$ cat src/rtl/fifo_sync_buffer_if.sv
// Handshake/bus bundle for fifo_sync_buffer.
// Producer/consumer side uses the master modport and drives the in_* signals.
// The FIFO uses the slave modport and drives the out_* status, data and debug signals.
//   in_clear/in_put/in_data/in_take          : flush, write request and word, pop request
//   out_data                                 : head word, valid while !out_empty
//   out_empty/out_full                       : occupancy extremes
//   out_almost_empty/out_almost_full         : programmable occupancy thresholds
//   out_level                                : occupancy 0..DEPTH
//   out_write_pointer/out_read_pointer       : debug addresses
//   out_overflow/out_underflow               : sticky rejected-request errors
interface fifo_sync_buffer_if #(
  parameter int unsigned DATA_WIDTH = 8,
  parameter int unsigned FIFO_ASIZE = 4
);
  logic                  in_clear;
  logic                  in_put;
  logic [DATA_WIDTH-1:0] in_data;
  logic                  in_take;
  logic [DATA_WIDTH-1:0] out_data;
  logic                  out_empty;
  logic                  out_full;
  logic                  out_almost_empty;
  logic                  out_almost_full;
  logic [FIFO_ASIZE:0]   out_level;
  logic [FIFO_ASIZE-1:0] out_write_pointer;
  logic [FIFO_ASIZE-1:0] out_read_pointer;
  logic                  out_overflow;
  logic                  out_underflow;

  modport master (
    output in_clear, in_put, in_data, in_take,
    input  out_data, out_empty, out_full, out_almost_empty, out_almost_full, out_level,
           out_write_pointer, out_read_pointer, out_overflow, out_underflow
  );

  modport slave (
    input  in_clear, in_put, in_data, in_take,
    output out_data, out_empty, out_full, out_almost_empty, out_almost_full, out_level,
           out_write_pointer, out_read_pointer, out_overflow, out_underflow
  );
endinterface

$ cat src/rtl/fifo_sync_buffer.sv
// Single-clock first-word-fall-through FIFO with occupancy count, programmable
// almost-full/almost-empty flags and sticky overflow/underflow errors.
// Ports:
//   in_clock  : rising-edge clock
//   in_reset  : asynchronous active-high reset
//   bus       : fifo_sync_buffer_if slave (requests in, status/data/debug out)
module fifo_sync_buffer #(
  parameter int unsigned DATA_WIDTH = 8,
  parameter int unsigned FIFO_ASIZE = 4,
  parameter int unsigned AF_MARGIN  = 2,
  parameter int unsigned AE_MARGIN  = 2
) (
  input logic                  in_clock,
  input logic                  in_reset,
  fifo_sync_buffer_if.slave    bus
);
  localparam int unsigned Depth  = 1 << FIFO_ASIZE;
  localparam int unsigned LevelW = FIFO_ASIZE + 1;
  localparam logic [FIFO_ASIZE:0] DepthL    = LevelW'(Depth);
  localparam logic [FIFO_ASIZE:0] AfThresh  = LevelW'(Depth - AF_MARGIN);
  localparam logic [FIFO_ASIZE:0] AeThresh  = LevelW'(AE_MARGIN);

  logic [DATA_WIDTH-1:0] mem [Depth];

  // Pointers carry one extra wrap bit; only the low bits address storage.
  logic [FIFO_ASIZE:0] wr_q, wr_d, rd_q, rd_d, level_q, level_d;
  logic empty_q, empty_d, full_q, full_d;
  logic ae_q, ae_d, af_q, af_d;
  logic ovf_q, ovf_d, unf_q, unf_d;
  logic put_ok, take_ok;

  always_comb begin
    // A put on full is still accepted when a take frees the head slot the same edge.
    put_ok  = bus.in_put & (~full_q | bus.in_take);
    take_ok = bus.in_take & ~empty_q;
    wr_d    = wr_q;
    rd_d    = rd_q;
    level_d = level_q;
    ovf_d   = ovf_q | (bus.in_put & full_q & ~bus.in_take);
    unf_d   = unf_q | (bus.in_take & empty_q);
    if (put_ok)  wr_d = wr_q + 1'b1;
    if (take_ok) rd_d = rd_q + 1'b1;
    unique case ({put_ok, take_ok})
      2'b10:   level_d = level_q + 1'b1;
      2'b01:   level_d = level_q - 1'b1;
      default: level_d = level_q;
    endcase
    if (bus.in_clear) begin
      wr_d    = '0;
      rd_d    = '0;
      level_d = '0;
      ovf_d   = 1'b0;
      unf_d   = 1'b0;
    end
    // Flags derive from the next level so they stay coherent with out_level.
    empty_d = (level_d == '0);
    full_d  = (level_d == DepthL);
    ae_d    = (level_d <= AeThresh);
    af_d    = (level_d >= AfThresh);
  end

  always_ff @(posedge in_clock or posedge in_reset) begin
    if (in_reset) begin
      wr_q    <= '0;
      rd_q    <= '0;
      level_q <= '0;
      empty_q <= 1'b1;
      full_q  <= 1'b0;
      ae_q    <= 1'b1;
      af_q    <= 1'b0;
      ovf_q   <= 1'b0;
      unf_q   <= 1'b0;
    end else begin
      wr_q    <= wr_d;
      rd_q    <= rd_d;
      level_q <= level_d;
      empty_q <= empty_d;
      full_q  <= full_d;
      ae_q    <= ae_d;
      af_q    <= af_d;
      ovf_q   <= ovf_d;
      unf_q   <= unf_d;
    end
  end

  // Storage is deliberately not reset; contents are don't-care while empty.
  always_ff @(posedge in_clock) begin
    if (put_ok && !bus.in_clear) begin
      mem[wr_q[FIFO_ASIZE-1:0]] <= bus.in_data;
    end
  end

  assign bus.out_data          = mem[rd_q[FIFO_ASIZE-1:0]];
  assign bus.out_empty         = empty_q;
  assign bus.out_full          = full_q;
  assign bus.out_almost_empty  = ae_q;
  assign bus.out_almost_full   = af_q;
  assign bus.out_level         = level_q;
  assign bus.out_write_pointer = wr_q[FIFO_ASIZE-1:0];
  assign bus.out_read_pointer  = rd_q[FIFO_ASIZE-1:0];
  assign bus.out_overflow      = ovf_q;
  assign bus.out_underflow     = unf_q;
endmodule

$ cat src/flat_wrapper.sv
// flat-port wrapper written by rule: the top's interface ports become plain ports
module fifo_sync_buffer_flat 
#(
  parameter int unsigned DATA_WIDTH = 8,
  parameter int unsigned FIFO_ASIZE = 4,
  parameter int unsigned AF_MARGIN  = 2,
  parameter int unsigned AE_MARGIN  = 2
)
  (in_clock, in_reset, bus_in_clear, bus_in_put, bus_in_data, bus_in_take, bus_out_data, bus_out_empty, bus_out_full, bus_out_almost_empty, bus_out_almost_full, bus_out_level, bus_out_write_pointer, bus_out_read_pointer, bus_out_overflow, bus_out_underflow);
  fifo_sync_buffer_if #(.DATA_WIDTH(DATA_WIDTH), .FIFO_ASIZE(FIFO_ASIZE)) bus_i ();
  input logic in_clock;
  input logic in_reset;
  input wire logic [$bits(bus_i.in_clear)-1:0] bus_in_clear;
  input wire logic [$bits(bus_i.in_put)-1:0] bus_in_put;
  input wire logic [$bits(bus_i.in_data)-1:0] bus_in_data;
  input wire logic [$bits(bus_i.in_take)-1:0] bus_in_take;
  output wire logic [$bits(bus_i.out_data)-1:0] bus_out_data;
  output wire logic [$bits(bus_i.out_empty)-1:0] bus_out_empty;
  output wire logic [$bits(bus_i.out_full)-1:0] bus_out_full;
  output wire logic [$bits(bus_i.out_almost_empty)-1:0] bus_out_almost_empty;
  output wire logic [$bits(bus_i.out_almost_full)-1:0] bus_out_almost_full;
  output wire logic [$bits(bus_i.out_level)-1:0] bus_out_level;
  output wire logic [$bits(bus_i.out_write_pointer)-1:0] bus_out_write_pointer;
  output wire logic [$bits(bus_i.out_read_pointer)-1:0] bus_out_read_pointer;
  output wire logic [$bits(bus_i.out_overflow)-1:0] bus_out_overflow;
  output wire logic [$bits(bus_i.out_underflow)-1:0] bus_out_underflow;
  assign bus_i.in_clear = bus_in_clear;
  assign bus_i.in_put = bus_in_put;
  assign bus_i.in_data = bus_in_data;
  assign bus_i.in_take = bus_in_take;
  assign bus_out_data = bus_i.out_data;
  assign bus_out_empty = bus_i.out_empty;
  assign bus_out_full = bus_i.out_full;
  assign bus_out_almost_empty = bus_i.out_almost_empty;
  assign bus_out_almost_full = bus_i.out_almost_full;
  assign bus_out_level = bus_i.out_level;
  assign bus_out_write_pointer = bus_i.out_write_pointer;
  assign bus_out_read_pointer = bus_i.out_read_pointer;
  assign bus_out_overflow = bus_i.out_overflow;
  assign bus_out_underflow = bus_i.out_underflow;
  fifo_sync_buffer #(.DATA_WIDTH(DATA_WIDTH), .FIFO_ASIZE(FIFO_ASIZE), .AF_MARGIN(AF_MARGIN), .AE_MARGIN(AE_MARGIN)) u_core (.in_clock(in_clock), .in_reset(in_reset), .bus(bus_i));
endmodule
$ cat config.mk
export PLATFORM = sky130hd
export DESIGN_NAME = fifo_sync_buffer_flat
export DESIGN_NICKNAME = d
export VERILOG_FILES = /design/src/rtl/fifo_sync_buffer_if.sv /design/src/rtl/fifo_sync_buffer.sv /design/src/flat_wrapper.sv
export SDC_FILE = /design/constraint.sdc
export NUM_CORES = 1
export LEC_CHECK = 0
export ABC_AREA = 1
export BUFFER_PORTS_ARGS = -buffer_cell sky130_fd_sc_hd__buf_2
export CAP_MARGIN = 5
export CORE_MARGIN = 2
export CORE_UTILIZATION = 40
export DETAILED_ROUTE_END_ITERATION = 8
export PLACE_DENSITY = 0.56
export SETUP_SLACK_MARGIN = 0.15
export SLEW_MARGIN = 20
export SYNTH_ARGS = -nofsm -noshare
export SYNTH_HDL_FRONTEND = slang
export SYNTH_SLANG_ARGS = --single-unit
$ cat constraint.sdc
create_clock -name in_clock -period 2.3 [get_ports in_clock]
set_input_delay 0.69 -clock in_clock [delete_from_list [all_inputs] [get_ports in_clock]]
set_output_delay 0.69 -clock in_clock [all_outputs]
set_load 0.005 [all_outputs]
# [After elaboration in Yosys (flattened, before gate mapping)]
# Memory sizes are Yosys's and may differ from the RTL's.
# Cells that the tools add are included.
[op_classes] n_eq_ne=3 shift=0 multipliers=0 n_reduce_logical=5 order_cmp=2 bitwise_logic=11 n_mux=10 n_div=0 addsub=4
[op_table] op="2-to-1 mux 5 bit" count=5
[op_table] op="adder 5 x 1 -> 5 bit (second input constant)" count=3
[op_table] op="case mux 5 bit (2 select lines)" count=1
[op_table] op="bitwise AND 1 bit" count=5
[op_table] op="equality test 5 bit (second input constant)" count=1
[op_table] op="greater-or-equal comparator 5 x 4 -> 1 bit (second input constant)" count=1
[op_table] op="<= comparator 5 x 2 -> 1 bit (second input constant)" count=1
[op_table] op="zero test 5 bit" count=1
[op_table] op="subtractor 5 x 1 -> 5 bit (second input constant)" count=1
[op_table] op="2-to-1 mux 1 bit" count=4
[op_table] op="nonzero test 2 bit" count=2
[op_table] op="NOT 1 bit" count=3
[op_table] op="OR 1 bit" count=3
[op_table] op="equality test 2 x 1 -> 1 bit (second input constant)" count=1
[op_table] op="equality test 2 bit (second input constant)" count=1
[op_table] op="logical AND 1 bit" count=1
[op_table] op="zero test 1 bit" count=1
[totals] out_inout_bits=27 mem_bits_rw=128 reg_bits=21 romBits=0 inputBits=13 mem_count=1 latchBits=0
[memory_table] name="u_core.mem" words=16 width=8 rd=1 rd_ports_with_merged_regs=0 write_ports=1 line="fifo_sync_buffer.sv:23" source="logic [DATA_WIDTH-1:0] mem [Depth];"

# [Logic depth before layout (Yosys ltp)]
# Gate-level depths: netlist of the first run.
[logic_depth] ltp_word=7 depth_mapped=20 mapped_depth_nobuf=19

# [Worst setup path before layout of the first run]
# No wires, ideal clock.
[synth_timing] path_type="input -> register" start="input bus_in_take" end="register u_core.empty_q, in the netlist u_core.bus.out_empty" stages=19 t_required_ns=2.233 path_slack_ns=-0.013 path_buffers=1 arrival_ns=2.246 path_cell_list="inv_1 nor2_1 ha_1 buf_6 nand2_2 inv_2 nor2_4 ha_1 inv_1 nand2_2 inv_1 nand2_1 nand2_1 nand2_1 nand2_2 inv_2 nor2_2 nand2_2 nor2_1"
[synth_between] elab_chain_len=6
[synth_lines] element="start: declaration" line="flat_wrapper.sv:16" source="input wire logic [$bits(bus_i.in_take)-1:0] bus_in_take;"
[synth_lines] element="OR 1 bit" line="fifo_sync_buffer.sv:34" source="put_ok = bus.in_put & (~full_q | bus.in_take);"
[synth_lines] element="bitwise AND 1 bit" line="fifo_sync_buffer.sv:34"
[synth_lines] element="equality test 2 x 1 -> 1 bit or equality test 2 bit (tied branches)" line="fifo_sync_buffer.sv:43" source="unique case ({put_ok, take_ok})"
[synth_lines] element="case mux 5 bit (2 select lines) (*)" line="fifo_sync_buffer.sv:43"
[synth_lines] element="2-to-1 mux 5 bit (*)" line="fifo_sync_buffer.sv:48" source="if (bus.in_clear) begin"
[synth_lines] element="named net u_core.level_d[2]" line="fifo_sync_buffer.sv:26" source="logic [FIFO_ASIZE:0] wr_q, wr_d, rd_q, rd_d, level_q, level_d;"
[synth_lines] element="zero test 5 bit (*)" line="fifo_sync_buffer.sv:56" source="empty_d = (level_d == '0);"
[synth_lines] element="named net u_core.empty_d" line="fifo_sync_buffer.sv:27" source="logic empty_q, empty_d, full_q, full_d;"
[synth_lines] element="end signal: assignment" line="fifo_sync_buffer.sv:77" source="empty_q <= empty_d;"
[synth_lines] element="end: declaration" line="fifo_sync_buffer.sv:27"
# The timed path passes the listed nets; every way through them passes the cells marked *.
# A chain may end at the register's enable or synchronous reset.

# [Worst setup path after layout of the first run]
[layout_timing] start="register u_core.rd_q[0]" end="output bus_out_data[3]"
[layout_between] elab_chain_len=1
[layout_lines] element="start: declaration" line="fifo_sync_buffer.sv:26"
[layout_lines] element="start signal: assignment" line="fifo_sync_buffer.sv:75" source="rd_q <= rd_d;"
[layout_lines] element="memory read (16 x 8 bit)"
[layout_lines] element="end: declaration" line="flat_wrapper.sv:17" source="output wire logic [$bits(bus_i.out_data)-1:0] bus_out_data;"
# No other way between the ends.

==> flow_summary_export.csv, run 1 <==
group,metric,value,unit
outcome,status,"finished with violations",
outcome,violations,"negative setup slack",
setup_path,r2r_start,"u_core.bus.out_empty",
yosys,synth_warnings,0,
clocking,clock_latency,0.42,ns
layout,area.growth.synth_to_final,26.67,%
setup_path,slowest_delay,0.44,ns
floorplan,dieArea,16800,µm²
layout,final_nets,663,
pwr,ir_drop,527.0,µV
setup_path,cp_common_cell,"nand2_1",
placement,finalWeightedCongestion,0.7656,
yosys,synthCells,550,
layout,nFillCells,1370,
drt,wirelength,15670,µm
grt,grt_usage,0.1910,
setup_path,worstPathRequired,1.61,ns
run,maxCapViolations,0,
grt,grt_first_pass_wirelength,23250,µm
grt,grt_overflow,0,
layout,mostFrequentLayoutCell,"edfxtp_1",
layout,multiInputGateArea,1762,µm²
layout,layout_common_cells,"edfxtp_1 (128), nand2_1 (112), nor2_1 (60)",
clocking,clk_path_buf_depth,2,
sta,timing.final.crit_period,2.685,ns
placement,dpl.cell_count,815,
floorplan,die_x,129.6,µm
layout,finalNonFillerCells,866,
floorplan,row_count,45,
yosys,ys_seq_area_frac,0.6848,
clocking,root_buffer,"clkbuf_16",
drt,avgViaCountPerCell,4.997,
grt,antenna_found_initial,0,
sta,finClkSkew,0.009937,ns
drt,vias,4327,
setup_path,cp-start-kind,"flip-flop",
setup_path,path_max_fanout,7,
yosys,syn_nets,571,
clocking,htree_num_levels,4,
setup_path,startpoint,"u_core.rd_q[0]",
pwr,powerDensity,952.4,nW/µm²
floorplan,fp.dieH,129.6,µm
yosys,synth.largest_area_cell,"edfxtp_1",
setup_path,rrSetupSlack,0.34,ns
yosys,yosysTopAreaCellShare,0.6090,
placement,dpl_cell_area,7005,µm²
yosys,synth.area.top_cells,"edfxtp_1 (61%), nand2_1 (6.9%), dfrtp_1 (6.7%)",
clocking,cts_num_sinks,147,
grt,grt_pass1_vias,4240,
sta,relSlewSlack,0.4878,
sta,worst_pin_slew,0.7674,ns
setup_path,crit_chain,"buf_12, buf_8, buf_16, buf_4, nand2_1, nand2_1, o2111ai_2, nand2_1, buf_2",
placement,dp_hpwl,9809,µm
layout,utilization,0.5220,
sta,drv_slew,0,
drt,drc,0,
sta,hold_viol,0,
sta,fin_ws,-0.3853,ns
sta,fmax,372.4,MHz
drt,dr.pass1.iters,4,
clocking,cts_tree,"built",
pwr,power,7.613,mW
yosys,syn_avg_cell_area,11.47,µm²
floorplan,pin_count,40,
pwr,p_leak,3.118,nW
layout,layout-drive-gt1-share,0.2687,
sta,grt_setup_unrepaired,"yes",
min_path,hold_path.class,"in -> async",
sta,setup_violations,8,
layout,final_area,7994,µm²
grt,grt_max_degree,28,
floorplan,core,15310,µm²
clocking,numCtsBuffers,17,
floorplan,start_util,0.4121,
layout,n_antenna_cell,0,
setup_path,cp-end-kind,"output pin",
yosys,synth_area,6311,µm²
yosys,synth-seq-cells,147,
clocking,clk_pin_slew,0.06,ns
yosys,yosysUniqueCellTypes,33,
layout,seqCellArea,4324,µm²
sta,timing.final.crit_share,1.168,
setup_path,arrival,2.00,ns
drt,drt_iter0_markers,349,
drt,ant_nets,0,
setup_path,critPathSlowestCell,"dfrtp_2",
setup_path,path_class,"reg -> out",
drt,wire_per_inst,18.09,µm
placement,portBuffers,39,
through the flow:
step	hold slack [ns]	setup slack [ns]	TNS, ns
2_1_floorplan	0.4859	0.1513	0
3_3_place_gp	0.4904	0.03130	0
3_5_place_dp	0.4987	-0.05203	-0.06547
4_1_cts	0.4066	-0.3158	-2.141
5_1_grt	0.4534	-0.4701	-3.466
6_report	0.4028	-0.3853	-2.848
synth_stat cells, drive strengths merged:
cell and count:
nand3 25, clkinv 2, inv 56, edfxtp 128
o211ai 23, a21oi 15, dfstp 2, nand4 1
a31oi 2, nor4 1, or2 2, a211oi 1
a22o 1, xor2 1, nor2 65, ha 8
o21ai 29, nor3 6, o2111ai 15, dfrtp 17
nand2 127, buf 23
cells by family after synthesis:
group | synth area share
buffers and inverters | 0.05769
adders and majority gates | 0.01586
DFF | 0.6848
xor gates and xnor gates | 0.001388
and+or+nand+nor | 0.1527
AOI/OAI and AO/OA | 0.08763
critical path, delay by kind of cell (launching register included):
kind	cells	cell delay, ns
buf+inv	5	0.71
flops	1	0.44
simple gates	3	0.23
compound gates	1	0.20
repair_timing:
item                                    in CTS  in global routing
buffers inserted                             1                 14
hold buffers                                 0                  0
resized for setup                           15                 28
gates cloned                                 1                  3
pin swaps                                    1                 18
endpoints found under the setup margin       8                  8
sequential cells by signal, indices dropped and copies added, names as in the netlist:
signal                       flops
u_core.bus.out_full              1
u_core.bus.out_almost_full       1
u_core.bus.out_almost_empty      1
u_core.wr_q                      4
u_core.bus.out_overflow          1
u_core.mem                     128
u_core.bus.out_underflow         1
u_core.rd_q                      4
u_core.bus.out_empty             1
u_core.bus.out_level             5
power breakdown:
part | internal (mW) | leakage (nW) | total (mW) | switching, mW
clock network | 1.90 | 0.303 | 2.91 | 1.01
logic | 0.691 | 1.42 | 1.61 | 0.915
registers | 3.01 | 1.40 | 3.10 | 0.0881
final cells by class:
type                       instances  share of cell area
clock buffer                      19             0.05416
multi-input combinational        322              0.2204
timing repair buffer              96             0.09814
tap                              211             0.03303
sequential                       147              0.5409
clock inverter                    13             0.02363
inverter                          58             0.02974
final timing paths:
path | to | cells after the start
worst min-delay path | u_core.bus.out_overflow | 2
min in group in_clock | u_core.bus.out_overflow | 2
worst min register to register | u_core.bus.out_overflow | 2
max in group asynchronous | u_core.rd_q[1] | 2
worst max-delay path | bus_out_data[3] | 9
worst max register to register | u_core.bus.out_empty | 16
per-layer routing:
metal	GRT usage	part of all wire	vias up
li1	-	-	2089
met1	0.2463	0.43	2099
met2	0.3092	0.49	118
met3	0.04418	0.061	21
met4	0.08476	0.023	0
met5	0	0	-
Power figures use the tool's default switching activity.
==> run 2: changes to the inputs <==
--- a/config.mk
+++ b/config.mk
@@ -9,9 +9,9 @@
 export BUFFER_PORTS_ARGS = -buffer_cell sky130_fd_sc_hd__buf_2
 export CAP_MARGIN = 5
 export CORE_MARGIN = 2
-export CORE_UTILIZATION = 40
+export CORE_UTILIZATION = 25
 export DETAILED_ROUTE_END_ITERATION = 8
-export PLACE_DENSITY = 0.56
+export PLACE_DENSITY = 0.4
 export SETUP_SLACK_MARGIN = 0.15
 export SLEW_MARGIN = 20
 export SYNTH_ARGS = -nofsm -noshare
==> flow_summary_export.csv, run 2 (synthesis results as in run 1) <==
group,metric,value,unit
pwr,p_leak,3.004,nW
pwr,switching_share,0.2901,
sta,worst_pin_slew,0.4562,ns
drt,met1Wirelength,7769,µm
setup_path,critPathSlowestCell,"dfrtp_2",
layout,final_area,7895,µm²
sta,setup_violations,8,
layout,final_nets,653,
clocking,cts_tree,"built",
pwr,p_sw,2.127,mW
floorplan,fp.dieH,162.9,µm
drt,wire_per_inst,16.67,µm
sta,fin_ws,-0.3363,ns
placement,portBuffers,39,
placement,finalWeightedCongestion,0.7483,
layout,largest_reg_flops,128,
sta,finClkSkew,0.009443,ns
floorplan,dieArea,26530,µm²
layout,finalNonFillerCells,974,
sta,hold_viol,0,
placement,dpl_cell_area,7212,µm²
sta,relSlewSlack,0.6955,
floorplan,die_x,162.9,µm
floorplan,row_count,58,
grt,grt_first_pass_wirelength,25100,µm
grt,grt_max_degree,42,
drt,drt_iter0_markers,314,
pwr,internal_power,5.206,mW
drt,dr.pass1.iters,6,
clocking,cts_num_sinks,147,
drt,wl_met3,798,µm
setup_path,path_class,"reg -> out",
placement,dpl.cell_count,940,
clocking,root_buffer,"clkbuf_16",
pwr,combinationalPowerShare,0.198,
drt,wirelength,16240,µm
drt,avgViaCountPerCell,4.336,
pwr,pwr-share-seq,0.423,
sta,grt_setup_unrepaired,"yes",
floorplan,pin_count,40,
setup_path,cp-end-kind,"output pin",
setup_path,slowest_delay,0.46,ns
pwr,powerDensity,928.8,nW/µm²
clocking,ctsHoldBuffers,0,
drt,vias,4223,
clocking,clock_latency,0.42,ns
pwr,ir_drop,464.8,µV
layout,layout_common_cells,"edfxtp_1 (128), nand2_1 (114), nor2_1 (59)",
drt,wl_met2,7513,µm
sta,timing.final.crit_period,2.636,ns
outcome,violations,"negative setup slack",
setup_path,critPathTopFamily,"compound AO/OA/AOI/OAI gates",
setup_path,path_max_fanout,10,
outcome,status,"finished with violations",
drt,drc,0,
clocking,htree_num_levels,4,
sta,drv_slew,0,
min_path,hold_path.class,"in -> async",
floorplan,core,24960,µm²
grt,grt_overflow,0,
setup_path,cp_num_buf_inv,3,
placement,dp_hpwl,11120,µm
layout,area.growth.synth_to_final,25.10,%
sta,fmax,379.3,MHz
clocking,clk_path_buf_depth,2,
drt,ant_nets,0,
layout,layout-drive-gt1-share,0.2531,
setup_path,crit_chain,"inv_2, buf_12, nor2_1, o211ai_1, o2111ai_2, nand2_1, buf_2",
pwr,clockPowerShare,0.379,
setup_path,cp-start-kind,"flip-flop",
layout,n_antenna_cell,0,
layout,mostFrequentLayoutCell,"edfxtp_1",
setup_path,worstPathRequired,1.61,ns
setup_path,arrival,1.95,ns
grt,antenna_found_initial,0,
clocking,numCtsBuffers,17,
run,maxCapViolations,0,
grt,grt_pass1_vias,4195,
sta,timing.final.crit_share,1.146,
grt,grt_usage,0.1288,
drt,highest_layer,"met4",
clocking,clk_pin_slew,0.06,ns
floorplan,start_util,0.2528,
placement,place_ws,0.001453,ns
run 2: cell count changes in the layout (fill, tap and decap cells not counted), sizes merged:
| cell | before | now |
|---|---|---|
| buf | 94 | 86 |
| bufinv | 5 | 2 |
| clkbuf | 21 | 17 |
| clkinv | 9 | 3 |
| clkinvlp | 1 | 3 |
| inv | 56 | 64 |
run 2: through the flow:
step / total power [mW] / util / hold slack (ns) / setup TNS, ns
2_1_floorplan: 3.968 / - / 0.4859 / 0
3_3_place_gp: 4.562 / 0.2889 / 0.4916 / 0
3_5_place_dp: 4.575 / 0.2889 / 0.4971 / 0
4_1_cts: 7.430 / 0.3148 / 0.2654 / -2.560
5_1_grt: 7.725 / 0.3163 / 0.2955 / -3.180
6_report: 7.333 / 0.3163 / 0.2725 / -2.303
run 2: area by class of cell:
class                      instances  area, µm²
fill                            2584      17070
sequential                       147       4324
tap                              330      412.9
multi-input combinational        322       1719
clock inverter                    14      166.4
timing repair buffer              86      619.3
inverter                          58      227.7
clock buffer                      17      425.4
run 2: power by group through the flow:
stage          clock, mW  sequential (mW)  combinational (mW)
6_report            2.78             3.10                1.45
5_1_grt             2.99             3.11                1.62
2_1_floorplan          0             3.14               0.833
3_5_place_dp           0             3.16                1.42
4_1_cts             2.88             3.10                1.45
3_3_place_gp           0             3.16                1.41
run 2: final timing paths:
kind	startpoint	slack, ns	depth (start not counted)	end
max reg2reg	u_core.bus.out_empty	0.38	10	u_core.bus.out_empty
min in group in_clock	u_core.bus.out_underflow	0.50	2	u_core.bus.out_underflow
min	in_reset	0.27	2	u_core.bus.out_almost_full
max	u_core.rd_q[0]	-0.34	7	bus_out_data[3]
min reg2reg	u_core.bus.out_underflow	0.50	2	u_core.bus.out_underflow
max in group asynchronous	in_reset	1.51	3	u_core.rd_q[1]
run 2: repair_timing:
action                                  CTS  global route
gates resized for setup                  14             4
pin swaps                                 2             8
gates cloned                              0             1
hold endpoints to repair                  0             0
buffers inserted                          0             2
endpoints found under the setup margin    8             8
run 2: metal layers:
layer,global-route usage,vias up
li1,-,2071
met1,0.1772,2065
met2,0.2007,79
met3,0.03463,8
met4,0.03500,0
met5,0,-
